===== config.mk =====
export PLATFORM = sky130hd
export DESIGN_NAME = i2c_slave_regs
export DESIGN_NICKNAME = d
export VERILOG_FILES = /design/src/rtl/i2c_slave_regs.sv
export SDC_FILE = /design/constraint.sdc
export NUM_CORES = 1
export LEC_CHECK = 0
export ABC_AREA = 1
export CAP_MARGIN = 25
export CORE_MARGIN = 3
export CORE_UTILIZATION = 45
export DETAILED_ROUTE_END_ITERATION = 8
export PLACE_DENSITY = 0.72
export SLEW_MARGIN = 0
export SYNTH_ARGS = -nofsm -noshare
export SYNTH_HDL_FRONTEND = slang
export SYNTH_SLANG_ARGS = --single-unit

===== constraint.sdc =====
create_clock -name clk -period 1.83 [get_ports clk]
set_input_delay 0.183 -clock clk [delete_from_list [all_inputs] [get_ports clk]]
set_output_delay 0.183 -clock clk [all_outputs]
set_load 0.01 [all_outputs]

===== src/rtl/i2c_slave_regs.sv =====
// i2c_slave_regs: I2C target with a small byte-addressed register file.
// SCL/SDA are synchronized into clk. Data bits are sampled on SCL rise, and
// SDA is only ever changed on SCL fall. Writes go through an auto-incrementing
// register pointer, and reads stream register contents MSB-first.
module i2c_slave_regs #(
   parameter logic [6:0] SLAVE_ADDR = 7'h50,
   parameter int         NUM_REGS   = 4
) (
   input  logic                        clk,
   input  logic                        reset,
   input  logic                        scl_in,
   input  logic                        sda_in,
   output logic                        sda_oe,
   output logic [NUM_REGS*8-1:0]       reg_q,
   output logic                        wr_valid,
   output logic [$clog2(NUM_REGS)-1:0] wr_addr,
   output logic [7:0]                  wr_data,
   output logic                        busy
);

   localparam int PW = $clog2(NUM_REGS);
   localparam logic [PW-1:0] PTR_ONE = PW'(1'b1);

   typedef enum logic [3:0] {
      ST_IDLE      = 4'd0,
      ST_ADDR      = 4'd1,
      ST_ADDR_ACK  = 4'd2,
      ST_PTR       = 4'd3,
      ST_PTR_ACK   = 4'd4,
      ST_WDATA     = 4'd5,
      ST_WDATA_ACK = 4'd6,
      ST_RDATA     = 4'd7,
      ST_RDATA_ACK = 4'd8,
      ST_IGNORE    = 4'd9
   } state_t;

   // synchronizer and history flops
   logic scl_meta_q, scl_meta_d, scl_sync_q, scl_sync_d, scl_hist_q, scl_hist_d;
   logic sda_meta_q, sda_meta_d, sda_sync_q, sda_sync_d, sda_hist_q, sda_hist_d;

   // protocol state
   state_t        state_q, state_d;
   logic [2:0]    cnt_q, cnt_d;
   logic [7:0]    shift_q, shift_d;
   logic [PW-1:0] ptr_q, ptr_d;
   logic          phase_q, phase_d;     // ACK slot: 0 = before drive/release, 1 = after
   logic          sda_oe_q, sda_oe_d;
   logic          wr_valid_q, wr_valid_d;
   logic [PW-1:0] wr_addr_q, wr_addr_d;
   logic [7:0]    wr_data_q, wr_data_d;
   logic          busy_q, busy_d;
   logic [7:0]    regs_q [NUM_REGS];
   logic [7:0]    regs_d [NUM_REGS];

   logic       scl_rise_s, scl_fall_s, start_s, stop_s;
   logic [7:0] byte_s, rd_byte_s;

   assign scl_rise_s = scl_sync_q & ~scl_hist_q;
   assign scl_fall_s = ~scl_sync_q & scl_hist_q;
   assign start_s    = scl_sync_q & scl_hist_q & sda_hist_q & ~sda_sync_q;
   assign stop_s     = scl_sync_q & scl_hist_q & ~sda_hist_q & sda_sync_q;
   assign byte_s     = {shift_q[6:0], sda_sync_q};
   assign rd_byte_s  = regs_q[ptr_q];

   // Next values of the two-flop synchronizers and their history flops
   always_comb begin
      scl_meta_d = scl_in;
      scl_sync_d = scl_meta_q;
      scl_hist_d = scl_sync_q;
      sda_meta_d = sda_in;
      sda_sync_d = sda_meta_q;
      sda_hist_d = sda_sync_q;
   end

   // Protocol FSM: next state, bit shifting, register writes and SDA drive
   always_comb begin
      state_d    = state_q;
      cnt_d      = cnt_q;
      shift_d    = shift_q;
      ptr_d      = ptr_q;
      phase_d    = phase_q;
      sda_oe_d   = sda_oe_q;
      wr_valid_d = 1'b0;
      wr_addr_d  = wr_addr_q;
      wr_data_d  = wr_data_q;
      regs_d     = regs_q;

      if (stop_s) begin
         state_d  = ST_IDLE;
         cnt_d    = 3'd0;
         phase_d  = 1'b0;
         sda_oe_d = 1'b0;
      end else if (start_s) begin
         state_d  = ST_ADDR;
         cnt_d    = 3'd0;
         phase_d  = 1'b0;
         sda_oe_d = 1'b0;
      end else begin
         case (state_q)
            ST_ADDR, ST_PTR, ST_WDATA: begin
               if (scl_rise_s) begin
                  shift_d = byte_s;
                  cnt_d   = cnt_q + 3'd1;
                  if (cnt_q == 3'd7) begin
                     phase_d = 1'b0;
                     if (state_q == ST_ADDR) begin
                        if (byte_s[7:1] == SLAVE_ADDR) begin
                           state_d = ST_ADDR_ACK;
                        end else begin
                           state_d = ST_IGNORE;
                        end
                     end else if (state_q == ST_PTR) begin
                        ptr_d   = byte_s[PW-1:0];
                        state_d = ST_PTR_ACK;
                     end else begin
                        regs_d[ptr_q] = byte_s;
                        wr_valid_d    = 1'b1;
                        wr_addr_d     = ptr_q;
                        wr_data_d     = byte_s;
                        ptr_d         = ptr_q + PTR_ONE;
                        state_d       = ST_WDATA_ACK;
                     end
                  end else begin
                     phase_d = phase_q;
                  end
               end else begin
                  shift_d = shift_q;
               end
            end
            ST_ADDR_ACK, ST_PTR_ACK, ST_WDATA_ACK: begin
               // first fall pulls SDA low for the ACK, the next fall ends the slot
               if (scl_fall_s) begin
                  if (!phase_q) begin
                     sda_oe_d = 1'b1;
                     phase_d  = 1'b1;
                  end else begin
                     phase_d  = 1'b0;
                     cnt_d    = 3'd0;
                     sda_oe_d = 1'b0;
                     if (state_q == ST_ADDR_ACK && shift_q[0]) begin
                        sda_oe_d = ~rd_byte_s[7];
                        shift_d  = {rd_byte_s[6:0], 1'b0};
                        state_d  = ST_RDATA;
                     end else if (state_q == ST_ADDR_ACK) begin
                        state_d = ST_PTR;
                     end else begin
                        state_d = ST_WDATA;
                     end
                  end
               end else begin
                  phase_d = phase_q;
               end
            end
            ST_RDATA: begin
               if (scl_rise_s) begin
                  cnt_d = cnt_q + 3'd1;
                  if (cnt_q == 3'd7) begin
                     state_d = ST_RDATA_ACK;
                     phase_d = 1'b0;
                  end else begin
                     state_d = ST_RDATA;
                  end
               end else if (scl_fall_s) begin
                  sda_oe_d = ~shift_q[7];
                  shift_d  = {shift_q[6:0], 1'b0};
               end else begin
                  shift_d = shift_q;
               end
            end
            ST_RDATA_ACK: begin
               // release SDA, sample master ACK/NACK, then reload on the next fall
               if (scl_fall_s && !phase_q) begin
                  sda_oe_d = 1'b0;
               end else if (scl_rise_s && !phase_q) begin
                  ptr_d = ptr_q + PTR_ONE;
                  if (sda_sync_q) begin
                     state_d = ST_IGNORE;
                  end else begin
                     phase_d = 1'b1;
                  end
               end else if (scl_fall_s && phase_q) begin
                  sda_oe_d = ~rd_byte_s[7];
                  shift_d  = {rd_byte_s[6:0], 1'b0};
                  cnt_d    = 3'd0;
                  phase_d  = 1'b0;
                  state_d  = ST_RDATA;
               end else begin
                  phase_d = phase_q;
               end
            end
            default: begin
               state_d = state_q;
            end
         endcase
      end
   end

   // busy tracks the state the FSM is about to enter
   always_comb begin
      busy_d = (state_d != ST_IDLE);
   end

   // State and output registers with synchronous reset
   always_ff @(posedge clk) begin
      if (reset) begin
         scl_meta_q <= 1'b1;
         scl_sync_q <= 1'b1;
         scl_hist_q <= 1'b1;
         sda_meta_q <= 1'b1;
         sda_sync_q <= 1'b1;
         sda_hist_q <= 1'b1;
         state_q    <= ST_IDLE;
         cnt_q      <= 3'd0;
         shift_q    <= 8'h00;
         ptr_q      <= '0;
         phase_q    <= 1'b0;
         sda_oe_q   <= 1'b0;
         wr_valid_q <= 1'b0;
         wr_addr_q  <= '0;
         wr_data_q  <= 8'h00;
         busy_q     <= 1'b0;
         for (int k = 0; k < NUM_REGS; k++) begin
            regs_q[k] <= 8'h00;
         end
      end else begin
         scl_meta_q <= scl_meta_d;
         scl_sync_q <= scl_sync_d;
         scl_hist_q <= scl_hist_d;
         sda_meta_q <= sda_meta_d;
         sda_sync_q <= sda_sync_d;
         sda_hist_q <= sda_hist_d;
         state_q    <= state_d;
         cnt_q      <= cnt_d;
         shift_q    <= shift_d;
         ptr_q      <= ptr_d;
         phase_q    <= phase_d;
         sda_oe_q   <= sda_oe_d;
         wr_valid_q <= wr_valid_d;
         wr_addr_q  <= wr_addr_d;
         wr_data_q  <= wr_data_d;
         busy_q     <= busy_d;
         for (int k = 0; k < NUM_REGS; k++) begin
            regs_q[k] <= regs_d[k];
         end
      end
   end

   // Flatten the register file onto reg_q
   always_comb begin
      reg_q = '0;
      for (int k = 0; k < NUM_REGS; k++) begin
         reg_q[8*k +: 8] = regs_q[k];
      end
   end

   assign sda_oe   = sda_oe_q;
   assign wr_valid = wr_valid_q;
   assign wr_addr  = wr_addr_q;
   assign wr_data  = wr_data_q;
   assign busy     = busy_q;

endmodule


=== Yosys cells after proc, flatten, opt, wreduce, memory -nomap -nowiden ===
Cells that the tools add are included.

* Output and inout port bits: 45
* Bits of input ports: 4
* Logic and storage cells: 162
* Flip-flop bits (word level): 69

* Reductions and logical operators: 22
* Bitwise logic cells: 21
* Magnitude comparators: 2
* Add/sub/neg operators: 2
* Multiplexer cells: 67
* Eq/ne operators: 28

{| class="wikitable"
|+ Operator list
! operator !! number
|-
| $mux W8 || 12
|-
| $mux W4 || 14
|-
| $bwmux W32 || 1
|-
| $pmux W8 S4 || 1
|-
| $mux W3 || 8
|-
| $ne A2 B2 Y1 const B || 12
|-
| $reduce_and A7 Y1 || 3
|-
| $mux W1 || 17
|-
| $bmux W8 S2 || 1
|-
| $demux W8 S2 || 1
|-
| $eq A4 B3 Y1 const B || 4
|-
| $pmux W4 S4 || 1
|-
| $mux W2 || 7
|-
| $not A1 Y1 || 13
|-
| $ne A3 B3 Y1 const B || 4
|-
| $reduce_and A12 Y1 || 1
|-
| $pmux W3 S3 || 1
|-
| $reduce_or A3 Y1 || 3
|-
| $eq A4 B2 Y1 const B || 2
|-
| $reduce_and A8 Y1 || 1
|-
| $reduce_bool A4 Y1 || 2
|-
| $and A1 B1 Y1 || 7
|-
| $eq A7 B7 Y1 const B || 1
|-
| $reduce_or A7 Y1 || 1
|-
| other kinds (17) || 24
|}

=== Longest topological paths before layout ===
Gate-level depths: netlist (run 1).

* Depth after elaboration: 10
* Depth in mapped cells: 13
* Depth with buffers taken out: 11

=== Worst setup path after synthesis (run 1) ===
OpenSTA, ideal clock, no wires.

* Path kind: reg-to-reg
* Start point: register cnt_q[0]
* End point: register regs_q, in the netlist reg_q[14]
* Data arrival time: 1.527 ns
* Cell stages (with the launch flop): 10
* Path buffers: 2
* Clock period less this slack: 1.646 ns
* Path slack: 0.184 ns
* Library setup time: 0.119 ns
* Required time: 1.711 ns
* Path through: dfxtp_1 -> ha_1 -> ha_1 -> nand3_1 -> nor2_2 -> buf_4 -> nand2_2 -> buf_6 -> o21ai_0 -> a21oi_1

* Word-level cells in the longest chain between the ends: 2

{| class="wikitable"
|+ RTL lines
! element !! line !! RTL
|-
| from (decl) || 43 || <nowiki>logic [2:0] cnt_q, cnt_d;</nowiki>
|-
| from (signal assigned) || 233 || <nowiki>cnt_q <= cnt_d;</nowiki>
|-
| $eq A3 B3 Y1 || 104 || <nowiki>if (cnt_q == 3'd7) begin</nowiki>
|-
| $reduce_and A7 Y1 (no source line) || - ||
|-
| to (signal, indexed assignment) || 243 || <nowiki>regs_q[k] <= regs_d[k];</nowiki>
|-
| to (decl) || 52 || <nowiki>logic [7:0] regs_q [NUM_REGS];</nowiki>
|}

No other way between the ends.
A chain may end at the register's enable or synchronous reset.

=== Worst setup path in the final report (run 1) ===
* Start point: register state_q[2]
* End point: register shift_q[2]

* Word-level cells in the longest chain between the ends: 4
* Elaborated cells between the ends (all ways): 23
* Those cells by class: 17 x eq/ne; 1 x mux; 5 x reduce/logical

{| class="wikitable"
|+ RTL lines
! element !! line !! RTL
|-
| from (decl) || 42 || <nowiki>state_t state_q, state_d;</nowiki>
|-
| from (signal assigned) || 232 || <nowiki>state_q <= state_d;</nowiki>
|-
| $eq A4 B2 Y1, or another cell as far along || 99, 140 ||
|-
| $reduce_or A3 Y1 or $logic_and A1 B1 Y1 (tied branches) || 99, 140 ||
|-
| $reduce_bool A4 Y1 (no source line) or $ne A2 B2 Y1 (tied branches) || - ||
|-
| $reduce_and A12 Y1 (no source line) || - ||
|-
| to (signal assigned) || 234 || <nowiki>shift_q <= shift_d;</nowiki>
|-
| to (decl) || 44 || <nowiki>logic [7:0] shift_q, shift_d;</nowiki>
|}

Several ways; a longest one is shown, not always the timed one.

==> results.json, run 1 <==
{
  "grt.overflow.total": 0,
  "final_area_um2": 4390,
  "drt_pass1_iterations": 5,
  "crit_arrival_ps": 2000,
  "yosys-top-cells-area": "dfxtp_1 (39%), nand2_1 (13%), o21ai_0 (8.7%)",
  "min_from": "scl_in",
  "dp_hpwl_um": 7430,
  "ant_nets": 0,
  "worstReg2RegStart": "state_q[2]",
  "fin_nets": 581,
  "drive_gt1_share_pct": 12.8,
  "worst_slew_pin_slew_ps": 369,
  "crit_required_ps": 2120,
  "io_buffers": 48,
  "crit_type": "flop to flop",
  "coreArea_um2": 7490,
  "max_slew_margin_pct": 75.4,
  "p_per_area_nw_per_um2": 1100,
  "path_max_fanout": 15,
  "vdd_ir_drop_max_uv": 469,
  "grt_pass1_vias": 3266,
  "synthAdderAreaFrac_pct": 2.11,
  "cts.clk_slew.worst_paths_ps": 90,
  "hold_violations": 0,
  "synth.distinct_cells": 33,
  "synthFlopType": "dfxtp_1",
  "grt_pass1_wl_um": 16300,
  "core.rowCount": 31,
  "syn-cell-area_um2": 3560,
  "ys_ff_latch": 69,
  "r2r_cells": 10,
  "synth-compound-area-share_pct": 19.2,
  "start_util_pct": 47.6,
  "num_vias": 3591,
  "synth_top_family_by_area": "simple AND/OR/NAND/NOR gates",
  "yosysMostFrequentCell": "nand2_1",
  "worstSkewPairLatency_ps": 360,
  "slowest_stage": "dfxtp_1",
  "total_power_mw": 4.84,
  "utilization_pct": 58.6,
  "yosysTopAreaCellShare_pct": 38.8,
  "antenna_found_initial": 0,
  "die_area_um2": 9030,
  "synthXorXnorAreaFrac_pct": 0,
  "fillerInstances": 713,
  "cp-end-kind": "flop",
  "synth_fp_nets": 525,
  "max_stage_delay_ps": 340,
  "crit_buf_inv": 1,
  "clock_path_buffers": 2,
  "synth_seq_area_share_pct": 38.8,
  "die_y_um": 95,
  "rsz0062_at_grt": "no",
  "cts_tree": "done",
  "gp_congestion": 0.868,
  "syn_inst": 515,
  "wl_per_cell_um": 14.6,
  "hold_path.class": "primary input to flop",
  "cap_violations": 0,
  "cp-startpoint": "state_q[2]",
  "cts.sinks": 69,
  "fin_hold_ws_ps": 382,
  "endpoint": "shift_q[2]",
  "synth_edf_count": 0,
  "yosysWarnings": 0,
  "fin_crit_sh_pct": 93.8,
  "drv_slew": 0,
  "crit_top_cell": "nor2_4",
  "synthSimpleGateAreaFrac_pct": 29.4,
  "avgSynthCellArea_um2": 6.92,
  "area_growth_pct": 23.1,
  "finalSetupViolCount": 0,
  "io-pin-count": 49,
  "path_cells": "buf_4, nor2_4, nand3_2, nand2_8, nor2_4, nor2_4, nand3_4, nand2_1, nand2_1, nor2_1",
  "startpoint_type": "flop",
  "synthTopCellsByCount": "nand2_1 (124), dfxtp_1 (69), o21ai_0 (62), nor2_1 (57), inv_1 (51)",
  "first_iter_violations": 273,
  "drc": 0,
  "root_buffer": "clkbuf_8",
  "htreeDepth": 3,
  "cts-hold-fix-buffers": 0,
  "synth_top_cell_by_area": "dfxtp_1",
  "rrSetupSlack_ps": 110,
  "synthArstFlopShare_pct": 0,
  "viasPerCell": 5.32,
  "r2r-end": "shift_q[2]",
  "path_depth": 10,
  "wirelength_um": 9850,
  "synth.area.mux_share_pct": 0,
  "grtUsageTotal_pct": 23.4,
  "grt_max_degree": 43,
  "fmax_ghz": 0.582,
  "post-route-min-period_ps": 1720,
  "p_leak_nw": 1.98,
  "place_area_um2": 4160,
  "outcome": "finished, final reports clean",
  "antennaDiodeCount": 0,
  "cpLargestDelayFamily": "simple AND/OR/NAND/NOR gates",
  "cts_buffers": 9,
  "die_x_um": 95,
  "fin_skew_ps": 15.1
}
==> flip-flops by register name (all words and copies together) (netlist names) <==
name        cells
state_q         4
sda_hist_d      1
ptr_q           2
busy            1
scl_hist_q      1
phase_q         1
sda_oe          1
sda_meta_q      1
scl_meta_q      1
shift_q         8
cnt_q           3
scl_hist_d      1
wr_valid        1
wr_data         8
wr_addr         2
reg_q          32
sda_hist_q      1
==> final cells by class <==
| cell class | instances | area (µm²) | area share [%] |
|---|---|---|---|
| clock buffers | 9 | 124 | 2.82 |
| repair buffers | 69 | 638 | 14.5 |
| clock inverters | 7 | 76.3 | 1.74 |
| multi-input cells | 367 | 1820 | 41.5 |
| inverters | 55 | 216 | 4.93 |
| flip-flops and latches | 69 | 1390 | 31.7 |
| well taps | 99 | 124 | 2.82 |
==> report_power, final <==
group          switching [mW]  internal [mW]
logic                    1.19          0.627
registers               0.132           1.62
clock network           0.728          0.544
total                    2.05           2.79
==> per-stage QoR <==
stage               std cells  TNS [ps]  setup slack [ps]
finish                    675         0               113
global route              675         0              9.89
CTS                       674         0              8.13
detailed placement        658      -725             -76.1
global placement          658     -1400              -132
floorplan                 515         0               184
==> layout by cell type, fill, tap and decap left out, types with 2 or more instances in the layout <==
cell / count
nand2_1: 124
dfxtp_1: 65
o21ai_0: 62
nor2_1: 56
inv_1: 50
clkdlybuf4s50_1: 48
a21oi_1: 45
buf_4: 21
nand3_1: 20
a31oi_1: 12
nand2_2: 9
clkbuf_8: 9
a211oi_1: 8
nor2_4: 6
ha_1: 6
inv_8: 4
or2_2: 4
nand3_2: 3
inv_2: 3
nand4_1: 3
dfxtp_2: 3
inv_6: 2
==> metal layers <==
| layer | wire length [µm] | global-route usage (%) | part of all wire, % | up-vias |
|---|---|---|---|---|
| li1 | - | - | - | 1789 |
| met1 | 4550 | 32.0 | 46 | 1624 |
| met2 | 4280 | 35.8 | 43 | 157 |
| met3 | 771 | 5.58 | 7.8 | 21 |
| met4 | 245 | 8.05 | 2.5 | 0 |
| met5 | 0 | 0 | 0 | - |
==> repair_timing <==
| item | 4_1_cts | 5_1_grt |
|---|---|---|
| endpoints found under the setup margin | 13 | 51 |
| pin swaps | 0 | 1 |
| buffers inserted | 0 | 1 |
| resized for setup | 1 | 8 |
| endpoints found under the hold margin | 0 | 0 |
==> worst min-delay path by stage <==
| stage | endpoint | slack [ps] | depth (start not counted) |
|---|---|---|---|
| 2_1_floorplan | scl_meta_q | 290 | 1 |
| 3_3_place_gp | sda_hist_d | 390 | 1 |
| 3_5_place_dp | sda_hist_d | 400 | 1 |
| 4_1_cts | scl_meta_q | 370 | 2 |
| 5_1_grt | sda_meta_q | 390 | 2 |
| 6_report | scl_meta_q | 380 | 2 |
==> cells by family (layout without fill, tap and decap cells) <==
group,Yosys count,after routing
simple gates,232,232
compound gates,129,129
buf+inv,79,140
flops,69,69
fa+ha+maj,6,6
(Power assumes the default switching activity.)
==> run 2: changes to the inputs <==
- ABC_CLOCK_PERIOD_IN_PS: default -> 1420
- PLACE_DENSITY: 0.72 -> 0.74
- clock period: 1.83 -> 1.42 ns (I/O delays scaled with it)
==> run 2 against run 1 <==
  * The flow now finishes with violations (setup timing)
  * Design area increased by 28%
  * Die area unchanged
  * Clock skew decreased by 0.66 ps
  * Clock-buffer cell count unchanged
  * Final cell count increased by 11%
  * Clock power increased by 35%
  * Sequential share of layout area decreased by 6.7 points
  * Combinational power increased by 96%
  * Worst hold slack got worse by 40 ps
  * Critical path depth decreased by 1
  * Non-clock buffer count increased by 71
  * Power increased by 55%
==> results.json, run 2 (same netlist as run 1, synthesis figures left out) <==
{
  "outcome": "finished, violations left",
  "violations": "setup timing",
  "p_leak_nw": 2.96,
  "grt_pass1_vias": 3619,
  "crit_arrival_ps": 1980,
  "worstReg2RegStart": "state_q[3]",
  "use_met1_pct": 33.6,
  "worst_slew_pin_slew_ps": 461,
  "cts-hold-fix-buffers": 0,
  "grt_pass1_wl_um": 17900,
  "antenna_found_initial": 0,
  "fin_skew_ps": 14.4,
  "worstSkewPairLatency_ps": 370,
  "crit_required_ps": 1720,
  "dp_hpwl_um": 7910,
  "r2r_cells": 9,
  "grtUsageMet2_pct": 42.3,
  "max_slew_margin_pct": 69.2,
  "first_iter_violations": 482,
  "p_per_area_nw_per_um2": 1340,
  "cts_buffers": 9,
  "cts.clk_slew.worst_paths_ps": 90,
  "pre_cts_ws_ps": -209,
  "wirelength_um": 12700,
  "total_power_mw": 7.50,
  "gp_congestion": 0.951,
  "cp-end-kind": "flop",
  "startpoint_type": "flop",
  "placed_cells": 706,
  "core.rowCount": 31,
  "die_area_um2": 9030,
  "path_max_fanout": 7,
  "htreeDepth": 3,
  "met3_usage_pct": 5.34,
  "fin_crit_sh_pct": 119,
  "cts_tree": "done",
  "rsz0062_at_grt": "yes",
  "post-route-min-period_ps": 1680,
  "tns_ps": -9480,
  "grt.overflow.total": 0,
  "layout_setup_ws_ps": -264,
  "start_util_pct": 47.6,
  "hold_path.class": "primary input to flop",
  "top_usage_layer": "met2",
  "clock_path_buffers": 2,
  "fin_nets": 656,
  "fin_hold_ws_ps": 342,
  "rrSetupSlack_ps": -260,
  "drt_pass1_iterations": 6,
  "final_cells": 750,
  "viasPerCell": 5.55,
  "coreArea_um2": 7490,
  "drive_gt1_share_pct": 34.4,
  "drv_slew": 0,
  "fmax_ghz": 0.594,
  "multi_input_area_um2": 2240,
  "finalSetupViolCount": 61,
  "num_vias": 4166,
  "largest_reg_flops": 32,
  "utilization_pct": 74.9,
  "final_area_um2": 5600,
  "die_y_um": 95,
  "final_common_cell": "nand2_1",
  "io_buffers": 48,
  "fillerInstances": 522,
  "crit_type": "flop to flop",
  "cts.sinks": 69,
  "seq_area_um2": 1400,
  "place_area_um2": 4650,
  "r2r-end": "reg_q[7]",
  "cp-startpoint": "state_q[3]",
  "root_buffer": "clkbuf_8",
  "layout_common_cells": "nand2_1 (103), buf_4 (66), dfxtp_1 (60), o21ai_0 (48), inv_1 (46)",
  "antennaDiodeCount": 0,
  "endpoint": "reg_q[7]",
  "area_growth_pct": 57.2,
  "cap_violations": 0,
  "wl_per_cell_um": 16.9,
  "io-pin-count": 49,
  "ant_nets": 0,
  "grt_max_degree": 39,
  "grtUsageTotal_pct": 26.0,
  "die_x_um": 95,
  "vdd_ir_drop_max_uv": 749,
  "drc": 0,
  "hold_violations": 0
}
## run 2: worst min-delay path by stage
stage	start	to	slack [ps]	depth (start not counted)
2_1_floorplan	scl_in	scl_meta_q	250	1
5_1_grt	sda_in	sda_meta_q	350	2
3_5_place_dp	scl_meta_q	scl_hist_d	410	1
3_3_place_gp	scl_meta_q	scl_hist_d	390	1
6_report	sda_in	sda_meta_q	340	2
4_1_cts	scl_in	scl_meta_q	350	2
## run 2: where the power goes
group / leakage, nW / internal, mW / total, mW / switching (mW)
clock: 0.100 / 0.832 / 1.72 / 0.884
sequential: 0.562 / 2.08 / 2.22 / 0.138
combinational: 2.30 / 1.42 / 3.56 / 2.14
total: 2.96 / 4.34 / 7.50 / 3.16
## run 2: per-layer routing
layer	up-vias	part of all wire, %
met5	-	0
met2	238	48
met3	66	7.5
li1	1939	-
met1	1923	40
met4	0	4.9
## run 2: layout make-up
| cell class | count | area share (%) |
|---|---|---|
| clock buffers | 9 | 2.21 |
| clock inverters | 7 | 1.45 |
| inverters | 55 | 4.13 |
| multi-input cells | 370 | 40.0 |
| flip-flops and latches | 69 | 25.0 |
| well taps | 99 | 2.21 |
| repair buffers | 140 | 24.8 |
| repair inverters | 1 | 0.134 |
## run 2: worst max-delay path: stages (launching register included)
cell and delay [ps]:
dfxtp_2 330, buf_4 150, nor2_8 160, nand2_4 90, nor2_4 270, buf_12 170
nand2_8 70, inv_8 70, o21ai_0 110, a31oi_1 190
## run 2: repair_timing
item / 4_1_cts / 5_1_grt
setup endpoints to repair: 64 / 88
resized for setup: 40 / 120
pin swaps: 10 / 28
gates cloned: 4 / 2
setup buffers: 8 / 15
